`config.mk`:
```
export PLATFORM = sky130hd
export DESIGN_NAME = mram_port_arbiter
export DESIGN_NICKNAME = d
export VERILOG_FILES = /design/src/rtl/mram_port_arbiter.sv
export SDC_FILE = /design/constraint.sdc
export NUM_CORES = 1
export LEC_CHECK = 0
export BUFFER_PORTS_ARGS = -buffer_cell sky130_fd_sc_hd__clkbuf_2
export CAP_MARGIN = 20
export CORE_ASPECT_RATIO = 0.8
export CORE_MARGIN = 2
export CORE_UTILIZATION = 44
export DETAILED_ROUTE_END_ITERATION = 8
export PLACE_DENSITY = 0.79
export SLEW_MARGIN = 20
export SYNTH_ARGS = -nofsm -noshare
export SYNTH_HDL_FRONTEND = slang
export SYNTH_SLANG_ARGS = --single-unit
```
`constraint.sdc`:
```
create_clock -name ck -period 2 [get_ports ck]
set_input_delay 0.1 -clock ck [delete_from_list [all_inputs] [get_ports ck]]
set_output_delay 0.1 -clock ck [all_outputs]
set_load 0.005 [all_outputs]
```
`src/rtl/mram_port_arbiter.sv`:
```
// Two-requester round-robin arbiter in front of a single-ported MRAM array.
// One transaction at a time: IDLE -> ACCESS (WAIT_CYC cycles) -> DONE (1 cycle).
//
// Ports:
//   ck, reset                         clock, synchronous active-high reset
//   rN_req/we/addr/wdata (N=0,1)      requester N access (0 = xSPI slave, 1 = BIST)
//   rN_gnt                            one-cycle grant pulse (first ACCESS cycle)
//   rN_rvalid, rN_rdata               one-cycle completion pulse, read data
//   mem_cs/we/re/addr/wdata           array control and write path
//   mem_rdata                         array read data, valid on last ACCESS cycle
//   busy                              high whenever not IDLE
module mram_port_arbiter #(
  parameter int unsigned WAIT_CYC = 3,
  parameter int unsigned ADDR_W   = 32,
  parameter int unsigned DATA_W   = 16
) (
  input  logic              ck,
  input  logic              reset,
  input  logic              r0_req,
  input  logic              r0_we,
  input  logic [ADDR_W-1:0] r0_addr,
  input  logic [DATA_W-1:0] r0_wdata,
  output logic              r0_gnt,
  output logic              r0_rvalid,
  output logic [DATA_W-1:0] r0_rdata,
  input  logic              r1_req,
  input  logic              r1_we,
  input  logic [ADDR_W-1:0] r1_addr,
  input  logic [DATA_W-1:0] r1_wdata,
  output logic              r1_gnt,
  output logic              r1_rvalid,
  output logic [DATA_W-1:0] r1_rdata,
  output logic              mem_cs,
  output logic              mem_we,
  output logic              mem_re,
  output logic [ADDR_W-1:0] mem_addr,
  output logic [DATA_W-1:0] mem_wdata,
  input  logic [DATA_W-1:0] mem_rdata,
  output logic              busy
);

  localparam int unsigned CNT_W = 4;
  localparam logic [CNT_W-1:0] CNT_LOAD = CNT_W'(WAIT_CYC - 1);

  typedef enum logic [1:0] {
    IDLE   = 2'd0,
    ACCESS = 2'd1,
    DONE   = 2'd2
  } state_e;

  state_e            state_q;
  logic [CNT_W-1:0]  cnt_q;
  logic              last_q;      // id of the requester granted most recently
  logic              id_q;
  logic              we_q;
  logic [ADDR_W-1:0] addr_q;
  logic [DATA_W-1:0] wdata_q;
  logic              gnt0_q, gnt1_q, rvalid0_q, rvalid1_q;
  logic [DATA_W-1:0] rdata0_q, rdata1_q;
  logic              cs_q, mwe_q, mre_q, busy_q;

  logic              win_id_d;
  logic              win_we_d;
  logic [ADDR_W-1:0] win_addr_d;
  logic [DATA_W-1:0] win_wdata_d;

  // Round-robin pick: a tie goes to the requester not granted last.
  always_comb begin
    win_id_d = 1'b0;
    if (r0_req && r1_req) begin
      win_id_d = ~last_q;
    end else if (r1_req) begin
      win_id_d = 1'b1;
    end
    win_we_d    = win_id_d ? r1_we    : r0_we;
    win_addr_d  = win_id_d ? r1_addr  : r0_addr;
    win_wdata_d = win_id_d ? r1_wdata : r0_wdata;
  end

  // Transaction FSM with registered outputs.
  always_ff @(posedge ck) begin
    if (reset) begin
      state_q   <= IDLE;
      cnt_q     <= '0;
      last_q    <= 1'b1;
      id_q      <= 1'b0;
      we_q      <= 1'b0;
      addr_q    <= '0;
      wdata_q   <= '0;
      gnt0_q    <= 1'b0;
      gnt1_q    <= 1'b0;
      rvalid0_q <= 1'b0;
      rvalid1_q <= 1'b0;
      rdata0_q  <= '0;
      rdata1_q  <= '0;
      cs_q      <= 1'b0;
      mwe_q     <= 1'b0;
      mre_q     <= 1'b0;
      busy_q    <= 1'b0;
    end else begin
      gnt0_q    <= 1'b0;
      gnt1_q    <= 1'b0;
      rvalid0_q <= 1'b0;
      rvalid1_q <= 1'b0;
      case (state_q)
        IDLE: begin
          if (r0_req || r1_req) begin
            state_q <= ACCESS;
            busy_q  <= 1'b1;
            cnt_q   <= CNT_LOAD;
            id_q    <= win_id_d;
            last_q  <= win_id_d;
            we_q    <= win_we_d;
            addr_q  <= win_addr_d;
            wdata_q <= win_wdata_d;
            cs_q    <= 1'b1;
            mwe_q   <= win_we_d;
            mre_q   <= ~win_we_d;
            gnt0_q  <= ~win_id_d;
            gnt1_q  <= win_id_d;
          end
        end
        ACCESS: begin
          if (cnt_q == '0) begin
            state_q   <= DONE;
            cs_q      <= 1'b0;
            mwe_q     <= 1'b0;
            mre_q     <= 1'b0;
            rvalid0_q <= ~id_q;
            rvalid1_q <= id_q;
            // Writes leave the requester's read data untouched.
            if (!we_q) begin
              if (id_q) rdata1_q <= mem_rdata;
              else      rdata0_q <= mem_rdata;
            end
          end else begin
            cnt_q <= cnt_q - CNT_W'(1);
          end
        end
        DONE: begin
          state_q <= IDLE;
          busy_q  <= 1'b0;
        end
        default: begin
          state_q <= IDLE;
          busy_q  <= 1'b0;
          cs_q    <= 1'b0;
          mwe_q   <= 1'b0;
          mre_q   <= 1'b0;
        end
      endcase
    end
  end

  assign r0_gnt    = gnt0_q;
  assign r1_gnt    = gnt1_q;
  assign r0_rvalid = rvalid0_q;
  assign r1_rvalid = rvalid1_q;
  assign r0_rdata  = rdata0_q;
  assign r1_rdata  = rdata1_q;
  assign mem_cs    = cs_q;
  assign mem_we    = mwe_q;
  assign mem_re    = mre_q;
  assign mem_addr  = addr_q;
  assign mem_wdata = wdata_q;
  assign busy      = busy_q;

endmodule

```
Yosys cells after proc, flatten, opt, wreduce, memory -nomap -nowiden
Cells that the tools add are included.
Storage, ports and cells
  bits in registers: 97
  bits in latches: 0
  RAM bits: 0
  memory bits (read-only): 0
  input port bits: 118
  output and inout port bits: 88
  memories kept: 0
Cells by class
  add/subtract/negate cells: 1
  $mul: 0
  div/mod/pow operators: 0
  $lt $le $gt $ge: 0
  eq/ne operators: 5
  shift operators: 0
  multiplexer cells: 19
  bitwise gates (word level): 10
  reductions and logical operators: 14
Operator list (number)
  $mux W32: 1
  $mux W16: 1
  $not A1 Y1: 10
  $pmux W1 S3: 3
  $mux W4: 2
  $pmux W4 S2: 1
  $reduce_and A4 Y1: 2
  $mux W1: 7
  $ne A2 B2 Y1 const B: 3
  $reduce_and A2 Y1: 3
  $reduce_and A3 Y1: 2
  $reduce_or A3 Y1: 2
  $logic_not A4 Y1: 1
  $mux W2: 2
  $pmux W2 S2: 1
  $sub A4 B1 Y4 const B: 1
  $eq A2 B1 Y1 const B: 1
  $eq A2 B2 Y1 const B: 1
  $logic_not A2 Y1: 1
  $pmux W1 S2: 1
  $reduce_bool A2 Y1: 1
  $logic_and A1 B1 Y1: 1
  $logic_or A1 B1 Y1: 1

Depth between registers and ports, before layout
Gate-level depths: netlist of the first run.
  depth in word-level cells: 6
  mapped depth: 8
  gate-level depth less buffers: 6

Least setup slack after synthesis of the first run
OpenSTA, ideal clock, no wires.
  path kind: flip-flop to flip-flop
  from: register cnt_q[0]
  to: register cnt_q[0]
  library setup time: 65 ps
  arrival time: 1560 ps
  path slack: 375 ps
  cell stages (with the launch flop): 7
  buffers on the path: 0
  cells stage by stage: dfxtp_1 -> inv_1 -> ha_1 -> or3b_1 -> a22oi_1 -> mux2_1 -> nor2_1
Between the ends
  cells in the longest elaborated chain, start to end: 3
Ends and longest elaborated chain
  start, declared: RTL line 52  | logic [CNT_W-1:0] cnt_q;
  start signal, assigned: RTL line 137  | cnt_q <= cnt_q - CNT_W'(1);
  $sub A4 B1 Y4 or $logic_not A4 Y1 (tied branches): RTL line 137, 124
  $mux W4 or $ne A2 B2 Y1 (tied branches)
  $pmux W4 S2 or $reduce_and A3 Y1 (tied branches)
Parallel ways exist; a longest one is shown, timed or not. The select of a mux whose other input is x is not followed.
A chain may end at the register's enable or synchronous reset.

Worst setup path in the final report of the first run
Ends and elaborated chain as after synthesis.

==> results of run 1 <==
[state kept, by name, indices dropped and copies added (netlist names), 2 cells and up]
register	flops
mem_wdata	16
cnt_q	4
r1_rdata	16
state_q	2
r0_rdata	16
mem_addr	32
[tightest hold or removal path, cell delays in order]
cell	delay, ps
clkbuf_2	70
and2_1	100
a221o_1	90
[cell type report]
| class | count | share of cell area |
|---|---|---|
| clock inverter | 4 | 0.00511 |
| timing repair buffer | 279 | 0.316 |
| multi-input combinational | 233 | 0.282 |
| clock buffer | 11 | 0.0269 |
| tap | 108 | 0.0240 |
| sequential | 97 | 0.345 |
| inverter | 2 | 0.00133 |
[worst paths after layout]
kind                                           startpoint                   endpoint  slack (ps)  cells after the start
worst min-delay path                          r1_addr[25]  mem_addr[25]$_SDFFE_PP0P_          30                      3
worst min register to register  r0_rdata[14]$_SDFFE_PP0P_  r0_rdata[14]$_SDFFE_PP0P_         460                      2
worst max register to register      cnt_q[0]$_SDFFE_PP0P_      cnt_q[0]$_SDFFE_PP0P_         200                      6
worst max-delay path                cnt_q[0]$_SDFFE_PP0P_      cnt_q[0]$_SDFFE_PP0P_         200                      6
[through the flow]
step	std cells	worst slack [ps]	total power, W
finish	734	204	0.00435
global route	734	60.1	0.00457
CTS	733	51.9	0.00436
detailed placement	654	69.8	0.00310
global placement	654	120	0.00307
floorplan	359	375	0.00272
[routing by layer]
layer | part of all wire | wire (um) | up-vias
met3 | 0.074 | 842 | 23
met4 | 0.020 | 231 | 0
met1 | 0.39 | 4480 | 1759
met5 | 0 | 0 | -
li1 | - | - | 1808
met2 | 0.51 | 5790 | 150
[timing repair]
action	in CTS	in global routing
hold endpoints to repair	76	0
hold buffers	64	0
setup endpoints to repair	0	0
[logic make-up after synthesis]
family          Yosys count
compound gates           77
xor+xnor                  2
fa+ha+maj                 2
buf+inv                  29
flops                    97
mux                      18
simple gates            134
[cells in the final DEF (no fill, tap or decap), drive strengths merged, types with 3 or more instances in the layout]
cell	count
and2	50
nor3	5
buf	10
a221o	49
nand2b	3
mux2i	16
dlygate4sd3	64
nor2	26
clkbuf	216
a21oi	21
nand3	4
nand2	38
dfxtp	97
[power by group]
part,switching [W],internal (W)
Combinational,0.000436,0.000509
Sequential,0.000116,0.00212
Clock,0.000658,0.000514
==> results.ini, run 1 <==
[routing]
dr.pass1.iters = 4
antenna_left = 0
num_vias = 3740
drtIter0Drc = 152
viasPerCell = 5.10
drc_errors = 0
wl_mm = 11.3
wl_per_cell_um = 15.4

[sta]
fin_tns_setup_ps = 0
slew-limit-headroom = 0.729
tightest_slew_ps = 403
slew_viol_final = 0
rsz0062_at_grt = no
finalClockSkew_ps = 11.4
fin_crit_sh = 0.898
fmax_mhz = 557
final_hold_viol_count = 0
holdWs_ps = 31.7
setup_viol = 0
fin_crit_ps = 1800

[pwr]
leakage_nw = 2.77
ir_drop_mv = 0.426
p_per_area_nw_per_um2 = 773

[logic_synthesis]
ys_warn_count = 0
async_flop_share = 0
synth_nets = 479
synth_fa_ha_area_frac = 0.00674
synthSimpleGateAreaFrac = 0.192
synthTopCellsByArea = dfxtp_1 (52%), a221o_1 (13%), and2_1 (8.4%), mux2i_1 (4.3%), nand2_1 (3.8%)
synth_edf_count = 0
synth_compound_area_frac = 0.176
synth_xor_area_frac = 0.00472
ys_ff_latch = 97
synth_top_family_by_area = simple AND/OR/NAND/NOR gates
yosysTopAreaCellShare = 0.523
ys_seq_area_frac = 0.523
synth.distinct_cells = 34
synthesis.area_um2 = 3710
synth_commonest_cells = dfxtp_1 (97), and2_1 (50), a221o_1 (49)
synth_ff_type = dfxtp_1
synthMuxAreaShare = 0.0492
synth_most_common_cell = dfxtp_1
yosys.area.top_type = dfxtp_1
synthCells = 359
syn_area_per_cell_um2 = 10.3

[global_routing]
grt_pass1_vias = 3696
top_usage_layer = met2
use_met1 = 0.276
grt_max_degree = 50
use_met2 = 0.434
grt-ovfl-total = 0
use_met3 = 0.0707
grt_pass1_wl_mm = 17.7
antenna_found_initial = 0
grt_usage = 0.243

[setup_path]
path_delay_family = simple AND/OR/NAND/NOR gates
max_stage_delay_ps = 440
cp_cell_sequence = inv_1 -> ha_1 -> or3b_1 -> a22oi_1 -> mux2_1 -> nor2_1
end_kind = flip-flop
critPathRequiredTime_ps = 2290
worstSetupPathType = flip-flop to flip-flop
cp_num_buf_inv = 1
slowest_stage = or3b_1
worstPathArrival_ps = 2080
path_max_fanout = 5
start_kind = flip-flop

[place]
port_buffers = 205
dp_hpwl_mm = 7.13
finalWeightedCongestion = 0.778
place_area_um2 = 4790

[cells_and_area]
stdcell_area_um2 = 5630
final_layout_size_suffix_gt1_frac = 0.382
multiInputGateArea_um2 = 1590
n_antenna_cell = 0
register_area_um2 = 1940
final_core_util = 0.699
fill_cells = 613
nNetsFinal = 742
syn_to_final_growth_pct = 51.8

[floorplanning]
start_util = 0.461
row_count = 29
ios = 206
die_area_um2 = 9190
die_h_um = 86.2
coreArea_um2 = 8060
fp.dieW_um = 107

[clock_network]
cts.sinks = 97
worstSkewPairLatency_ps = 350
cts_tree = yes
post_cts.repair.setup_buffers = 0
htreeDepth = 3
cts_resized = 0
cts_root_buf = clkbuf_8
path_clk_slew_ps = 100
cts_buffer_depth = 2
cts_buffers = 9

[outcome]
status = finished, final reports clean

[run]
drv_cap = 0

[hold_path]
hold_class = input port to flip-flop

Note: power is estimated with default switching activity, not from simulation.
==> inputs of run 2 (changes only) <==
--- a/config.mk
+++ b/config.mk
@@ -5,13 +5,14 @@
 export SDC_FILE = /design/constraint.sdc
 export NUM_CORES = 1
 export LEC_CHECK = 0
+export ABC_AREA = 1
 export BUFFER_PORTS_ARGS = -buffer_cell sky130_fd_sc_hd__clkbuf_2
 export CAP_MARGIN = 20
 export CORE_ASPECT_RATIO = 0.8
 export CORE_MARGIN = 2
 export CORE_UTILIZATION = 44
 export DETAILED_ROUTE_END_ITERATION = 8
-export PLACE_DENSITY = 0.79
+export PLACE_DENSITY = 0.8
 export SLEW_MARGIN = 20
 export SYNTH_ARGS = -nofsm -noshare
 export SYNTH_HDL_FRONTEND = slang
==> run 2 against run 1 <==
Net effect:
- global-route usage increased by 5.5 points
- highest routed layer unchanged
- largest power group unchanged
- largest cell class is now buffers
- sequential share of layout area down 3.0 points
- first-iteration DRC count rose by 53%
==> results.ini, run 2 <==
[logic_synthesis]
synth_commonest_cells = nand2_1 (163), dfxtp_1 (97), nor2_1 (59)  ; was dfxtp_1 (97), and2_1 (50), a221o_1 (49)
async_flop_share = 0  ; unchanged
synthCells = 485  ; was 359
synthTopCellsByArea = dfxtp_1 (53%), nand2_1 (17%), nand3_1 (7.8%), nor2_1 (6.0%), o21ai_0 (4.9%)  ; was dfxtp_1 (52%), a221o_1 (13%), and2_1 (8.4%), mux2i_1 (4.3%), nand2_1 (3.8%)
ys_ff_latch = 97  ; unchanged
ys_warn_count = 0  ; unchanged
synth_edf_count = 0  ; unchanged
synthesis.area_um2 = 3680  ; was 3710 um2
syn_area_per_cell_um2 = 7.59  ; was 10.3 um2
synth_most_common_cell = nand2_1  ; was dfxtp_1
synth.distinct_cells = 21  ; was 34
yosysTopAreaCellShare = 0.528  ; was 0.523
ys_seq_area_frac = 0.528  ; was 0.523
synth_ff_type = dfxtp_1  ; unchanged
synth_nets = 605  ; was 479
yosys.area.top_type = dfxtp_1  ; unchanged

[sta]
fin_crit_sh = 0.962  ; was 0.898
slew_viol_final = 0  ; unchanged
holdWs_ps = 9.53  ; was 31.7 ps
fmax_mhz = 520  ; was 557 MHz
setup_viol = 0  ; unchanged
fin_crit_ps = 1920  ; was 1800 ps
finalClockSkew_ps = 9.48  ; was 11.4 ps
final_hold_viol_count = 0  ; unchanged
tightest_slew_ps = 524  ; was 403 ps
slew-limit-headroom = 0.650  ; was 0.729

[pwr]
ir_drop_mv = 0.517  ; was 0.426 mV
p_total_w = 0.00509  ; was 0.00435 W
p_per_area_nw_per_um2 = 824  ; was 773 nW/um2
leakage_nw = 3.05  ; was 2.77 nW

[setup_path]
start_kind = flip-flop  ; unchanged
r2r_cells = 9  ; was 6
end_kind = flip-flop  ; unchanged
r2r-end = mem_wdata[13]$_SDFFE_PP0P_  ; was cnt_q[0]$_SDFFE_PP0P_
critPathRequiredTime_ps = 2300  ; was 2290 ps
crit_path_start = state_q[1]$_SDFFE_PP0P_  ; was cnt_q[0]$_SDFFE_PP0P_
path_max_fanout = 13  ; was 5
worstSetupPathType = flip-flop to flip-flop  ; unchanged
r2r_start = state_q[1]$_SDFFE_PP0P_  ; was cnt_q[0]$_SDFFE_PP0P_
endpoint = mem_wdata[13]$_SDFFE_PP0P_  ; was cnt_q[0]$_SDFFE_PP0P_
worstPathArrival_ps = 2230  ; was 2080 ps
r2r_slack_ps = 80  ; was 200 ps

[cells_and_area]
fill_cells = 529  ; was 613
final_common_cell = clkbuf_2  ; unchanged
syn_to_final_growth_pct = 68.0  ; was 51.8%
final_layout_size_suffix_gt1_frac = 0.312  ; was 0.382
largest_reg_flops = 32  ; unchanged
stdcell_area_um2 = 6180  ; was 5630 um2
fin_cells = 910  ; was 734
mostFrequentLayoutCells = clkbuf_2 (205), nand2_1 (163), dlygate4sd3_1 (103)  ; was clkbuf_2 (205), dfxtp_1 (97), dlygate4sd3_1 (64)
nNetsFinal = 915  ; was 742

[clock_network]
cts_buffer_depth = 2  ; unchanged
path_clk_slew_ps = 90  ; was 100 ps
cts.sinks = 97  ; unchanged
cts_tree = yes  ; unchanged
htreeDepth = 3  ; unchanged
worstSkewPairLatency_ps = 350  ; about the same
cts_buffers = 9  ; unchanged
cts_root_buf = clkbuf_8  ; unchanged

[place]
finalWeightedCongestion = 0.892  ; was 0.778
place_inst = 780  ; was 654
dp_hpwl_mm = 7.81  ; was 7.13 mm
port_buffers = 205  ; unchanged
place_area_um2 = 4790  ; about the same

[routing]
antenna_left = 0  ; unchanged
drtIter0Drc = 232  ; was 152
viasPerCell = 5.14  ; was 5.10
dr.pass1.iters = 5  ; was 4
num_vias = 4674  ; was 3740
wl_per_cell_um = 16.1  ; was 15.4 um
drc_errors = 0  ; unchanged
wl_mm = 14.7  ; was 11.3 mm

[floorplanning]
ios = 206  ; unchanged
die_h_um = 85.8  ; was 86.2 um
coreArea_um2 = 8020  ; was 8060 um2
fp.dieW_um = 106  ; was 107 um
start_util = 0.459  ; was 0.461
row_count = 29  ; unchanged
die_area_um2 = 9120  ; was 9190 um2

[outcome]
status = finished, final reports clean  ; unchanged

[global_routing]
grt-ovfl-total = 0  ; unchanged
grt_pass1_wl_mm = 21.3  ; was 17.7 mm
grt_usage = 0.298  ; was 0.243
grt_pass1_vias = 4590  ; was 3696
antenna_found_initial = 2  ; was 0
grt_max_degree = 50  ; unchanged

[hold_path]
hold_class = input port to flip-flop  ; unchanged

[run]
drv_cap = 0  ; unchanged

## run 2: changes by cell type in the layout (fill, tap and decap cells not counted), sizes merged, moves of 10 or more
cell,previous run,this run
and2,50,0
mux2i,16,0
o21ai,1,36
nand3,4,58
dlygate4sd3,64,103
nor2,26,65
inv,2,12
a21oi,21,5
a221o,49,0
nor3,5,19
nand2,38,166
## run 2: worst max-delay path: stages, from the launching register on
cell and delay [ps]:
dfxtp_2 350, inv_2 80, nand2_2 80, nor2_4 200, nand2_4 120, nor2_4 170
buf_12 160, nand2_1 90, nand3_1 80, dlygate4sd3_1 540
## run 2: layout make-up
type	count	area, um2	area share
diodes	3	7.51	0.00121
clock inverters	6	90.1	0.0146
repair buffers	324	2280	0.370
flip-flops and latches	97	1940	0.314
clock buffers	9	124	0.0200
well taps	108	135	0.0219
multi-input cells	353	1560	0.252
inverters	10	37.5	0.00607
## run 2: worst min path at each step
stage	startpoint	end	slack, ps	cells past startpoint
detailed placement	r0_addr[22]	mem_addr[22]$_SDFFE_PP0P_	300	3
finish	mem_rdata[2]	r0_rdata[2]$_SDFFE_PP0P_	10	3
global placement	r0_addr[9]	mem_addr[9]$_SDFFE_PP0P_	300	3
floorplan	r1_addr[0]	mem_addr[0]$_SDFFE_PP0P_	210	2
global route	mem_rdata[6]	r0_rdata[6]$_SDFFE_PP0P_	4	3
CTS	mem_rdata[2]	r0_rdata[2]$_SDFFE_PP0P_	1	3
## run 2: cells by family after synthesis
kind of cell               share of synthesized area
buffers and inverters                         0.0496
DFF                                            0.528
AOI/OAI and AO/OA                             0.0598
adders and majority gates                    0.00680
and+or+nand+nor                                0.356
## run 2: per-layer routing
metal,up-vias,GRT usage,share of wire
met2,271,0.551,0.50
met3,79,0.0813,0.076
met5,-,0,0
met1,2141,0.299,0.36
li1,2183,-,-
met4,0,0.181,0.060
## run 2: timing repair
item / CTS / global route
hold buffers: 103 / 0
buffers inserted: 0 / 5
resized for setup: 0 / 1
setup endpoints to repair: 0 / 12
hold endpoints to repair: 56 / 0
## run 2: per-stage QoR
step	setup WS (ps)	TNS [ps]	utilization
global route	-6.73	-7.04	0.771
finish	76.7	0	0.771
global placement	532	0	0.597
floorplan	628	0	-
CTS	58.1	0	0.753
detailed placement	423	0	0.597
## run 2: power breakdown
| group | switching (W) | leakage, nW | total (W) | internal (W) |
|---|---|---|---|---|
| Clock | 0.000675 | 0.106 | 0.00138 | 0.000705 |
| Sequential | 0.000158 | 0.796 | 0.00234 | 0.00219 |
| Combinational | 0.000716 | 2.15 | 0.00137 | 0.000652 |
